<file path="src/rtl/mos6502s_alu_pkg.sv">
// Shared op codes, FSM state encoding and BCD constants for the multi-cycle 6502 ALU.
package mos6502s_alu_pkg;

  localparam logic [3:0] OP_ADC = 4'h0;
  localparam logic [3:0] OP_SBC = 4'h1;
  localparam logic [3:0] OP_AND = 4'h2;
  localparam logic [3:0] OP_ORA = 4'h3;
  localparam logic [3:0] OP_EOR = 4'h4;
  localparam logic [3:0] OP_ASL = 4'h5;
  localparam logic [3:0] OP_LSR = 4'h6;
  localparam logic [3:0] OP_ROL = 4'h7;
  localparam logic [3:0] OP_ROR = 4'h8;
  localparam logic [3:0] OP_INC = 4'h9;
  localparam logic [3:0] OP_DEC = 4'hA;
  localparam logic [3:0] OP_CMP = 4'hB;
  localparam logic [3:0] OP_BIT = 4'hC;
  localparam logic [3:0] OP_TST = 4'hD;
  localparam logic [3:0] OP_RSV = 4'hE;
  localparam logic [3:0] OP_NOP = 4'hF;

  typedef enum logic [1:0] {
    StIdle = 2'd0,
    StCalc = 2'd1,
    StDone = 2'd2
  } alu_state_e;

  // Digit sums above this get the add-adjust; negative digit differences get the sub-adjust.
  localparam logic [4:0] BCD_LIMIT   = 5'd9;
  localparam logic [3:0] BCD_ADD_ADJ = 4'd6;
  localparam logic [3:0] BCD_SUB_ADJ = 4'd10;

endpackage

</file>
<file path="src/rtl/mos6502s_alu_mc_if.sv">
// Operand/result handshake bundle between the sequencer (master) and the ALU (slave).
interface mos6502s_alu_mc_if #(
  parameter int unsigned NIBBLES = 2
);
  localparam int unsigned W = 4 * NIBBLES;

  logic         in_valid;
  logic         in_ready;
  logic [W-1:0] a;
  logic [W-1:0] b;
  logic         c_in;
  logic         d_flag;
  logic [3:0]   op;
  logic         out_valid;
  logic         out_ready;
  logic [W-1:0] result;
  logic         n;
  logic         z;
  logic         c;
  logic         v;
  logic         busy;

  modport master (
    output in_valid, a, b, c_in, d_flag, op, out_ready,
    input  in_ready, out_valid, result, n, z, c, v, busy
  );

  modport slave (
    input  in_valid, a, b, c_in, d_flag, op, out_ready,
    output in_ready, out_valid, result, n, z, c, v, busy
  );

endinterface

</file>
<file path="src/rtl/mos6502s_bcd_digit.sv">
// One BCD digit of decimal add or subtract, with decimal adjust and carry/borrow out.
module mos6502s_bcd_digit
  import mos6502s_alu_pkg::*;
(
  input  logic [3:0] a_i,
  input  logic [3:0] b_i,
  input  logic       k_i,     // carry in (add) or borrow in (sub)
  input  logic       sub_i,
  output logic [3:0] digit_o,
  output logic       k_o      // carry out (add) or borrow out (sub)
);

  logic [4:0] sum;
  logic [4:0] diff;

  // Digit arithmetic is mod 16 so invalid BCD inputs just follow the same formulas.
  always_comb begin
    sum  = {1'b0, a_i} + {1'b0, b_i} + {4'b0000, k_i};
    diff = {1'b0, a_i} - {1'b0, b_i} - {4'b0000, k_i};
    if (sub_i) begin
      k_o     = diff[4];
      digit_o = diff[4] ? (diff[3:0] + BCD_SUB_ADJ) : diff[3:0];
    end else begin
      k_o     = (sum > BCD_LIMIT);
      digit_o = (sum > BCD_LIMIT) ? (sum[3:0] + BCD_ADD_ADJ) : sum[3:0];
    end
  end

endmodule

</file>
<file path="src/rtl/mos6502s_alu_mc.sv">
// Multi-cycle 6502 ALU: decimal ADC/SBC ripple one digit per cycle, everything else is one step.
module mos6502s_alu_mc
  import mos6502s_alu_pkg::*;
#(
  parameter int unsigned NIBBLES = 2
) (
  input logic                clk,
  input logic                rst_n,
  mos6502s_alu_mc_if.slave   bus
);

  localparam int unsigned W  = 4 * NIBBLES;
  localparam int unsigned IW = (NIBBLES > 1) ? $clog2(NIBBLES) : 1;
  localparam logic [IW-1:0] LastIdx = IW'(NIBBLES - 1);

  alu_state_e   state_q;
  logic [W-1:0] a_q, b_q, acc_q, result_q;
  logic [3:0]   op_q;
  logic         cin_q, dec_q, k_q;
  logic [IW-1:0] idx_q;
  logic         n_q, z_q, c_q, v_q;
  logic         in_ready_q, out_valid_q, busy_q;

  logic [3:0]   a_dig, b_dig, dig;
  logic         k_next, sub_op;
  logic [W:0]   sum_w;
  logic [W-1:0] calc_res;
  logic         calc_n, calc_z, calc_c, calc_v;

  assign sub_op = (op_q == OP_SBC);
  assign a_dig  = a_q[{idx_q, 2'b00} +: 4];
  assign b_dig  = b_q[{idx_q, 2'b00} +: 4];

  mos6502s_bcd_digit u_digit (
    .a_i     (a_dig),
    .b_i     (b_dig),
    .k_i     (k_q),
    .sub_i   (sub_op),
    .digit_o (dig),
    .k_o     (k_next)
  );

  // Final result and flags for the current op; decimal form is only used on the last digit step.
  always_comb begin
    sum_w    = '0;
    calc_res = a_q;
    calc_n   = 1'b0;
    calc_z   = 1'b0;
    calc_c   = 1'b0;
    calc_v   = 1'b0;
    case (op_q)
      OP_ADC: begin
        sum_w    = {1'b0, a_q} + {1'b0, b_q} + {{W{1'b0}}, cin_q};
        calc_res = sum_w[W-1:0];
        calc_c   = sum_w[W];
      end
      OP_SBC: begin
        sum_w    = {1'b0, a_q} + {1'b0, ~b_q} + {{W{1'b0}}, cin_q};
        calc_res = sum_w[W-1:0];
        calc_c   = sum_w[W];
      end
      OP_AND: calc_res = a_q & b_q;
      OP_ORA: calc_res = a_q | b_q;
      OP_EOR: calc_res = a_q ^ b_q;
      OP_ASL: begin
        calc_res = {a_q[W-2:0], 1'b0};
        calc_c   = a_q[W-1];
      end
      OP_LSR: begin
        calc_res = {1'b0, a_q[W-1:1]};
        calc_c   = a_q[0];
      end
      OP_ROL: begin
        calc_res = {a_q[W-2:0], cin_q};
        calc_c   = a_q[W-1];
      end
      OP_ROR: begin
        calc_res = {cin_q, a_q[W-1:1]};
        calc_c   = a_q[0];
      end
      OP_INC: calc_res = a_q + 1'b1;
      OP_DEC: calc_res = a_q - 1'b1;
      OP_CMP: begin
        calc_res = a_q - b_q;
        calc_c   = (a_q >= b_q);
      end
      OP_BIT: begin
        calc_n = b_q[W-1];
        calc_v = b_q[W-2];
        calc_z = ((a_q & b_q) == '0);
      end
      OP_NOP: calc_c = cin_q;
      default: calc_res = a_q;
    endcase
    if (dec_q) begin
      calc_res = {dig, acc_q[W-1:4]};
      calc_c   = sub_op ? ~k_next : k_next;
    end
    if (op_q != OP_BIT && op_q != OP_NOP && op_q != OP_RSV) begin
      calc_n = calc_res[W-1];
      calc_z = (calc_res == '0);
    end
    if (op_q == OP_ADC) begin
      calc_v = (a_q[W-1] == b_q[W-1]) && (calc_res[W-1] != a_q[W-1]);
    end else if (op_q == OP_SBC) begin
      calc_v = (a_q[W-1] != b_q[W-1]) && (calc_res[W-1] != a_q[W-1]);
    end
  end

  // Control FSM with registered handshake outputs, operand latch and digit shift register.
  always_ff @(posedge clk or negedge rst_n) begin
    if (!rst_n) begin
      state_q     <= StIdle;
      in_ready_q  <= 1'b1;
      out_valid_q <= 1'b0;
      busy_q      <= 1'b0;
      result_q    <= '0;
      n_q         <= 1'b0;
      z_q         <= 1'b0;
      c_q         <= 1'b0;
      v_q         <= 1'b0;
      a_q         <= '0;
      b_q         <= '0;
      acc_q       <= '0;
      op_q        <= OP_NOP;
      cin_q       <= 1'b0;
      dec_q       <= 1'b0;
      k_q         <= 1'b0;
      idx_q       <= '0;
    end else begin
      case (state_q)
        StIdle: begin
          if (bus.in_valid) begin
            a_q        <= bus.a;
            b_q        <= bus.b;
            op_q       <= bus.op;
            cin_q      <= bus.c_in;
            dec_q      <= bus.d_flag && (bus.op == OP_ADC || bus.op == OP_SBC);
            // Subtract ripples a borrow, which is the inverse of the 6502 carry.
            k_q        <= (bus.op == OP_SBC) ? ~bus.c_in : bus.c_in;
            idx_q      <= '0;
            acc_q      <= '0;
            state_q    <= StCalc;
            in_ready_q <= 1'b0;
            busy_q     <= 1'b1;
          end
        end
        StCalc: begin
          if (dec_q && (idx_q != LastIdx)) begin
            acc_q <= {dig, acc_q[W-1:4]};
            k_q   <= k_next;
            idx_q <= idx_q + 1'b1;
          end else begin
            result_q    <= calc_res;
            n_q         <= calc_n;
            z_q         <= calc_z;
            c_q         <= calc_c;
            v_q         <= calc_v;
            out_valid_q <= 1'b1;
            busy_q      <= 1'b0;
            state_q     <= StDone;
          end
        end
        StDone: begin
          if (bus.out_ready) begin
            out_valid_q <= 1'b0;
            in_ready_q  <= 1'b1;
            state_q     <= StIdle;
          end
        end
        default: begin
          state_q     <= StIdle;
          in_ready_q  <= 1'b1;
          out_valid_q <= 1'b0;
          busy_q      <= 1'b0;
        end
      endcase
    end
  end

  assign bus.in_ready  = in_ready_q;
  assign bus.out_valid = out_valid_q;
  assign bus.busy      = busy_q;
  assign bus.result    = result_q;
  assign bus.n         = n_q;
  assign bus.z         = z_q;
  assign bus.c         = c_q;
  assign bus.v         = v_q;

endmodule

</file>
<file path="src/flat_wrapper.sv">
// flat-port wrapper written by rule: the top's interface ports become plain ports
module mos6502s_alu_mc_flat import mos6502s_alu_pkg::*;
#(
  parameter int unsigned NIBBLES = 2
)
  (clk, rst_n, bus_in_valid, bus_a, bus_b, bus_c_in, bus_d_flag, bus_op, bus_out_ready, bus_in_ready, bus_out_valid, bus_result, bus_n, bus_z, bus_c, bus_v, bus_busy);
  mos6502s_alu_mc_if #(.NIBBLES(NIBBLES)) bus_i ();
  input logic clk;
  input logic rst_n;
  input wire logic [$bits(bus_i.in_valid)-1:0] bus_in_valid;
  input wire logic [$bits(bus_i.a)-1:0] bus_a;
  input wire logic [$bits(bus_i.b)-1:0] bus_b;
  input wire logic [$bits(bus_i.c_in)-1:0] bus_c_in;
  input wire logic [$bits(bus_i.d_flag)-1:0] bus_d_flag;
  input wire logic [$bits(bus_i.op)-1:0] bus_op;
  input wire logic [$bits(bus_i.out_ready)-1:0] bus_out_ready;
  output wire logic [$bits(bus_i.in_ready)-1:0] bus_in_ready;
  output wire logic [$bits(bus_i.out_valid)-1:0] bus_out_valid;
  output wire logic [$bits(bus_i.result)-1:0] bus_result;
  output wire logic [$bits(bus_i.n)-1:0] bus_n;
  output wire logic [$bits(bus_i.z)-1:0] bus_z;
  output wire logic [$bits(bus_i.c)-1:0] bus_c;
  output wire logic [$bits(bus_i.v)-1:0] bus_v;
  output wire logic [$bits(bus_i.busy)-1:0] bus_busy;
  assign bus_i.in_valid = bus_in_valid;
  assign bus_i.a = bus_a;
  assign bus_i.b = bus_b;
  assign bus_i.c_in = bus_c_in;
  assign bus_i.d_flag = bus_d_flag;
  assign bus_i.op = bus_op;
  assign bus_i.out_ready = bus_out_ready;
  assign bus_in_ready = bus_i.in_ready;
  assign bus_out_valid = bus_i.out_valid;
  assign bus_result = bus_i.result;
  assign bus_n = bus_i.n;
  assign bus_z = bus_i.z;
  assign bus_c = bus_i.c;
  assign bus_v = bus_i.v;
  assign bus_busy = bus_i.busy;
  mos6502s_alu_mc #(.NIBBLES(NIBBLES)) u_core (.clk(clk), .rst_n(rst_n), .bus(bus_i));
endmodule
</file>
<file path="config.mk">
export PLATFORM = sky130hd
export DESIGN_NAME = mos6502s_alu_mc_flat
export DESIGN_NICKNAME = d
export VERILOG_FILES = /design/src/rtl/mos6502s_alu_pkg.sv /design/src/rtl/mos6502s_alu_mc_if.sv /design/src/rtl/mos6502s_bcd_digit.sv /design/src/rtl/mos6502s_alu_mc.sv /design/src/flat_wrapper.sv
export SDC_FILE = /design/constraint.sdc
export NUM_CORES = 1
export LEC_CHECK = 0
export CAP_MARGIN = 40
export CORE_AREA = 2 2 140 142
export CTS_CLUSTER_DIAMETER = 40
export DETAILED_ROUTE_END_ITERATION = 16
export DIE_AREA = 0 0 142 144
export HOLD_SLACK_MARGIN = 0.02
export PLACE_DENSITY = 0.46
export SYNTH_ARGS = -nofsm -noshare
export SYNTH_HDL_FRONTEND = slang
export SYNTH_SLANG_ARGS = --single-unit
export TNS_END_PERCENT = 20
</file>
<file path="constraint.sdc">
create_clock -name clk -period 7.4 [get_ports clk]
set_clock_uncertainty 0.05 [all_clocks]
set_input_delay 1.48 -clock clk [delete_from_list [all_inputs] [get_ports clk]]
set_output_delay 1.48 -clock clk [all_outputs]
set_load 0.1 [all_outputs]
</file>
==> impl_metrics.csv <==
group,metric,value,unit
status,outcome,"finished clean",
worst_setup_path,slowest_stage,"dfrtp_1",
route,via_per_inst,5.32,
synthesis,ys_ff_latch,45,
synthesis,synthTopCellsByArea,"dfrtp_1 22%, ha_1 9.5%, o21ai_0 5.8%",
worst_setup_path,cp.depth,13,
route,drc_errors,0,
layout,regArea,1130,um^2
timing,finalWorstSetupSlack,3.25,ns
floorplanning,io_pins,41,
synthesis,ys_seq_area_share,24.4,%
clocking,cts_buffers,5,
clocking,cts_resized,0,
worst_setup_path,r2r_slack,3.25,ns
clocking,clk_pin_slew_worst_paths,0.07,ns
floorplanning,die_area,20400,um^2
placement,dp_worst_setup_slack,3.29,ns
timing,fmax,241,MHz
layout,multi_input_area,3110,um^2
synthesis,synth-edff-count,0,
synthesis,synth_warnings,0,
synthesis,synth_fp_nets,639,
clocking,cts_setup_buffers,0,
route,vias,4467,
layout,syn2layout_area_growth,19.3,%
worst_setup_path,crit_type,"reg2reg",
timing,setup_viol,0,
timing,rsz0062_at_grt,"no",
timing,tightest_slew,0.754,ns
clocking,max-clock-path-buffers,2,
floorplanning,core_area,19100,um^2
worst_setup_path,crit_family,"compound AO/OA/AOI/OAI gates",
floorplanning,rows,51,
layout,post_route_cells_drive_above_1_share,10.8,%
worst_setup_path,cp_max_fo,10,
route,drtIter0Drc,484,
route,drtAntennaViolNets,0,
global_route,grt_pass1_vias,4289,
clocking,clock_latency,0.29,ns
timing,drv_slew,0,
synthesis,netlist-cell-type-count,78,
worst_setup_path,cp.required,7.58,ns
route,dr.pass1.iters,5,
worst_setup_path,cp_num_buf_inv,1,
clocking,root_buffer,"clkbuf_16",
synthesis,yosysTopAreaCell,"dfrtp_1",
layout,fillers,2023,
min_path,hp-class,"reg2reg",
synthesis,synth.top_cell.area_share,21.6,%
floorplanning,chipHeight,144,um
placement,gp_congestion,0.900,
timing,finalCriticalPeriod,4.15,ns
run,drv_cap,0,
route,wl_per_cell,18.7,um
floorplanning,start_util,24.3,%
layout,antennaDiodeCount,0,
worst_setup_path,critical_path.endpoint_type,"register",
route,drt_wl_total,15700,um
placement,dp_hpwl,12400,um
timing,max-slew-margin-rel,49.6,%
worst_setup_path,cp-start-kind,"register",
synthesis,netlist_instances,569,
global_route,track_usage,15.7,%
min_path,min_path_cells,2,
synthesis,async_flop_share,100,%
placement,port_buffers,40,
worst_setup_path,rr_worst_depth,13,
clocking,cts-hold-fix-buffers,0,
global_route,grt_max_degree,44,
global_route,overflow,0,
clocking,clock-sinks,45,
synthesis,avgSynthCellArea,8.14,um^2
worst_setup_path,arrival,4.33,ns
global_route,grt_first_pass_wirelength,24900,um
worst_setup_path,crit_chain,"inv_1, o21ai_0, fa_1, fa_1, xor2_1, ha_1, nor2b_1, a31o_2, o21ai_0, mux2_2, a21oi_1, o2bb2ai_1, mux2_2",
timing,period_share,56.1,%
global_route,antenna_found_initial,0,
timing,setup-tns-final,0,ns
clocking,cts_tree,"done",
worst_setup_path,slowest_delay,0.50,ns
clocking,h-tree-depth,2,
synthesis,ys.flop_type,"dfrtp_1",
synthesis,syn_area,4630,um^2
layout,fin_nets,671,
timing,finalHoldViolCount,0,
floorplanning,dieWidth,142,um
==> final cells by class <==
type	instances	area share (%)
clock buffers	5	2.26
clock inverters	3	0.453
inverters	44	2.99
multi-input cells	445	56.3
flip-flops and latches	45	20.5
well taps	238	5.39
repair buffers	60	12.1
==> layer usage <==
metal / global-route usage (%) / wire (um)
met3: 1.06 / 712
met5: 0 / 0
met2: 27.2 / 7690
met1: 20.9 / 6940
met4: 4.95 / 369
==> per-stage QoR <==
stage	std cells	area, um^2	util (%)	hold slack (ns)
global route	840	5530	29.0	0.459
finish	840	5530	29.0	0.432
floorplan	569	4630	-	0.401
detailed placement	832	5380	28.2	0.422
global placement	815	5130	26.9	0.420
CTS	840	5530	29.0	0.439
==> Yosys cell counts (all sizes together), types with 6 or more instances <==
library cell,number
xnor2,15
ha,35
mux2,12
o22ai,6
nor3,16
nor2b,12
clkbuf,19
a31oi,6
o31ai,6
inv,43
o211ai,7
a21oi,40
dfrtp,40
nand2b,13
buf,16
nand2,63
a22o,6
nor4,7
fa,9
nor2,33
o221ai,7
o21ai,55
nand3,7
==> kinds of logic after synthesis <==
group,Yosys count,synth area share (%)
mux,15,3.57
buf+inv,79,8.37
fa+ha+maj,44,13.3
xor+xnor,20,3.78
compound gates,187,27.1
simple gates,179,19.4
flops,45,24.4
==> worst register-to-register path, delay by kind of cell (launching register included) <==
family                     cells  cell delay (ns)
AOI/OAI and AO/OA              5             1.19
xor gates and xnor gates       1             0.22
adders and majority gates      3             1.13
buffers and inverters          1             0.28
DFF                            1             0.50
muxes                          2             0.58
and+or+nand+nor                1             0.13
==> registers in the layout (all words and copies together) (netlist names) <==
name                  flops
u_core.op_q               4
u_core.state_q            2
u_core.bus.out_valid      1
u_core.bus.v              1
u_core.dec_q              1
u_core.bus.n              1
u_core.bus.z              1
u_core.bus.c              1
u_core.idx_q              1
u_core.a_q                8
u_core.bus.busy           1
u_core.bus.result         8
u_core.b_q                8
u_core.k_q                1
u_core.cin_q              1
u_core.bus.in_ready       1
u_core.acc_q              4
==> cell usage in the layout, fill, tap and decap left out, types with 5 or more instances in the layout <==
master           netlist  layout
clkbuf_16              0       5
o211ai_1               7       7
nor2b_1               12      12
dfstp_2                5       5
nand2b_1              12      12
inv_1                 42      42
nor3_1                15      15
nand2_1               63      63
xor2_1                 5       5
a211oi_1               5       5
o2111ai_1              5       5
clkdlybuf4s50_1        0      39
buf_8                  0      15
a21oi_1               39      39
nor4_1                 7       7
a31oi_1                6       6
fa_1                   9       9
o31ai_1                5       5
nand3_1                7       7
xnor2_1               15      15
dfrtp_1               40      40
nor2_1                33      32
o21ai_0               54      54
o221ai_1               6       6
ha_1                  35      35
mux2_2                12      12
o22ai_1                6       6
a22o_1                 6       6
==> final timing paths <==
path / startpoint / endpoint
max: u_core.a_q[0] / u_core.bus.result[6]
min: u_core.bus.result[2] / u_core.bus.result[2]
max reg2reg: u_core.a_q[0] / u_core.bus.result[6]
min reg2reg: u_core.bus.result[2] / u_core.bus.result[2]
max in group asynchronous: rst_n / u_core.bus.in_ready
min in group asynchronous: rst_n / u_core.cin_q
Power is left out: the tool's default activity adds up to more than one toggle a clock period on the data nets, which glitch-free logic cannot reach.
==> patch, RTL diff (same flow settings) <==
Make the reset (`rst_n`) synchronous in one clocked block.
--- a/src/rtl/mos6502s_alu_mc.sv
+++ b/src/rtl/mos6502s_alu_mc.sv
@@ -109,5 +109,5 @@
 
   // Control FSM with registered handshake outputs, operand latch and digit shift register.
-  always_ff @(posedge clk or negedge rst_n) begin
+  always_ff @(posedge clk) begin
     if (!rst_n) begin
       state_q     <= StIdle;
Check against the original RTL: differs if rst_n is asserted again (counterexample within 4 cycles, from zero or initial values and one cycle with rst_n low); with rst_n held inactive, the same outputs for 4 cycles.
==> patch against the original RTL <==
Via count grew 11%; critical path type unchanged; sequential cell count is the same; cell area grew 2.4%; die area is the same; routed wire length grew 9.9%; synthesized area grew 2.4%; worst setup slack gained 0.24 ns; critical path depth is the same.
Power is left out: it rests on default switching activity, and per cell area and clock period it moved more than threefold.
==> patch: results (changes against the original RTL) <==
Route
  • DR vias/cell: 5.44 (+2.2%)
  • DR top layer: met4
  • Metal2 WL: 7.78 mm (+1.2%)
  • Routed len/inst: 19.0 um (+1.6%)
  • M1 WL: 7.80 mm (+12%)
  • Number of DRC markers in iteration 0: 461 (-4.8%)
  • Metal3 WL: 1.03 mm (+44%)
  • DRT Pass-1 Iters: 5 (unchanged)

GRT
  • Overall routing resource usage: 0.171 (+0.0141)
  • Antenna violations before repair: 0 (unchanged)
  • Vias in the first global route: 4759 (+11%)
  • Met2 Usage GRT: 0.267 (-0.00432)
  • Met1 Usage GRT: 0.232 (+0.0235)
  • Met3 Resource Use GR: 0.0288 (+0.0182)
  • First-pass GRT wire length: 27.0 mm (+8.5%)
  • Largest net degree at the start of global routing: 38 (-14%)

Synth
  • Top cells by area, synth: dfxtp_1 19%, ha_1 9.2%, nand2_1 7.8%
  • Mapped Avg Cell Area: 7.40 um^2 (-9.1%)
  • Yosys Warn Count: 0 (unchanged)
  • Most frequent cells after synthesis: 99 x nand2_1, 53 x a21oi_1, 45 x dfxtp_1, 45 x nor2_1, 38 x inv_1
  • Seq/Total Area, Yosys: 0.190 (-0.0545)
  • Post-synth net total: 711 (+11%)
  • Post-synthesis async set-or-reset flop share: 0 (-1.00)
  • Cell taking the most area after synthesis: dfxtp_1
  • Count of unique library cells instantiated by Yosys: 87 (+12%)

Placed design
  • Pre-CTS setup slack: 3.56 ns (+0.270 ns)
  • PortBufs: 40 (unchanged)
  • DP Cell Count: 902 (+8.4%)
  • GP Congestion: 0.979 (+8.8%)
  • Final HPWL DP: 13.1 mm (+5.5%)
  • Area after DPL: 5520 um^2 (+2.6%)

Worst setup path
  • Reg-to-reg setup timing slack: 3.49 ns (+0.24 ns)
  • FF-to-FF Start: u_core.idx_q$_SDFFE_PN0P_
  • Reg2Reg Capture Point: u_core.bus.result[6]$_SDFFE_PN0P_
  • Worst EP arrival: 4.07 ns (-0.26 ns)
  • Kind of critical path: reg2reg
  • R2R depth: 13 (unchanged)
  • Worst Path Max Fanout: 18 (+8)

Layout
  • Fraction of layout cells with a size suffix above 1: 0.0939 (-0.0141)
  • Post-Layout Cell Count: 909 (+8.2%)
  • Fin util: 0.297 (+0.00682)
  • Nets@finish: 741 (+10%)
  • Fill cell count: 1987 (-1.8%)
  • Ant diodes: 0 (unchanged)

Clock network
  • Post-CTS sizing: 0 (unchanged)
  • TritonCTS Buffers: 5 (unchanged)
  • Total setup buffers inserted after CTS: 0 (unchanged)
  • CTS root buf: clkbuf_16
  • Later-pin clock latency in the skew report: 0.29 ns (about the same)
  • CTS clk-pin slew, worst paths: 0.06 ns
  • H-Tree Depth: 2 (unchanged)

Outcome
  • Status: finished clean

STA
  • Period minus WS final: 3.91 ns (-0.244 ns)
  • Rel. slew slack: 0.487 (-0.00828)
[patch: critical path, stage by stage, from the launching register on]
cell and delay [ns]:
dfxtp_1 0.69, o21ai_0 0.30, fa_1 0.46, fa_1 0.42, xor2_1 0.29, ha_1 0.24
nor2b_1 0.15, a31oi_1 0.05, o21ai_1 0.16, and2_1 0.23, mux2i_1 0.19, o21ai_1 0.11
o22a_1 0.23, a211oi_1 0.23
[patch: cells by family after synthesis]
kind of cell,after synthesis,share of synthesized area
and+or+nand+nor,241,0.253
AOI/OAI and AO/OA,197,0.282
buffers and inverters,84,0.0839
DFF,45,0.190
adders and majority gates,44,0.130
xor gates and xnor gates,18,0.0332
muxes,12,0.0277
[patch: worst min path at each step]
| stage | start | endpoint | slack (ns) | cells past startpoint |
|---|---|---|---|---|
| after global routing | u_core.bus.result[0]$_SDFFE_PN0P_ | u_core.bus.result[0]$_SDFFE_PN0P_ | 0.43 | 2 |
| after detailed placement | u_core.bus.result[4]$_SDFFE_PN0P_ | u_core.bus.result[4]$_SDFFE_PN0P_ | 0.40 | 2 |
| after floorplan | u_core.acc_q[5]$_SDFFE_PN0P_ | u_core.acc_q[5]$_SDFFE_PN0P_ | 0.38 | 2 |
| after global placement | u_core.bus.out_valid$_SDFFE_PN0P_ | u_core.bus.out_valid$_SDFFE_PN0P_ | 0.40 | 2 |
| after CTS | u_core.bus.result[4]$_SDFFE_PN0P_ | u_core.bus.result[4]$_SDFFE_PN0P_ | 0.40 | 2 |
| final | u_core.bus.result[4]$_SDFFE_PN0P_ | u_core.bus.result[4]$_SDFFE_PN0P_ | 0.40 | 2 |
[patch: cell type report]
class,count,share of cell area
Clock buffer,7,0.0252
Multi-Input combinational cell,512,0.609
Inverter,42,0.0279
Timing Repair Buffer,65,0.126
Tap cell,238,0.0526
Sequential cell,45,0.159
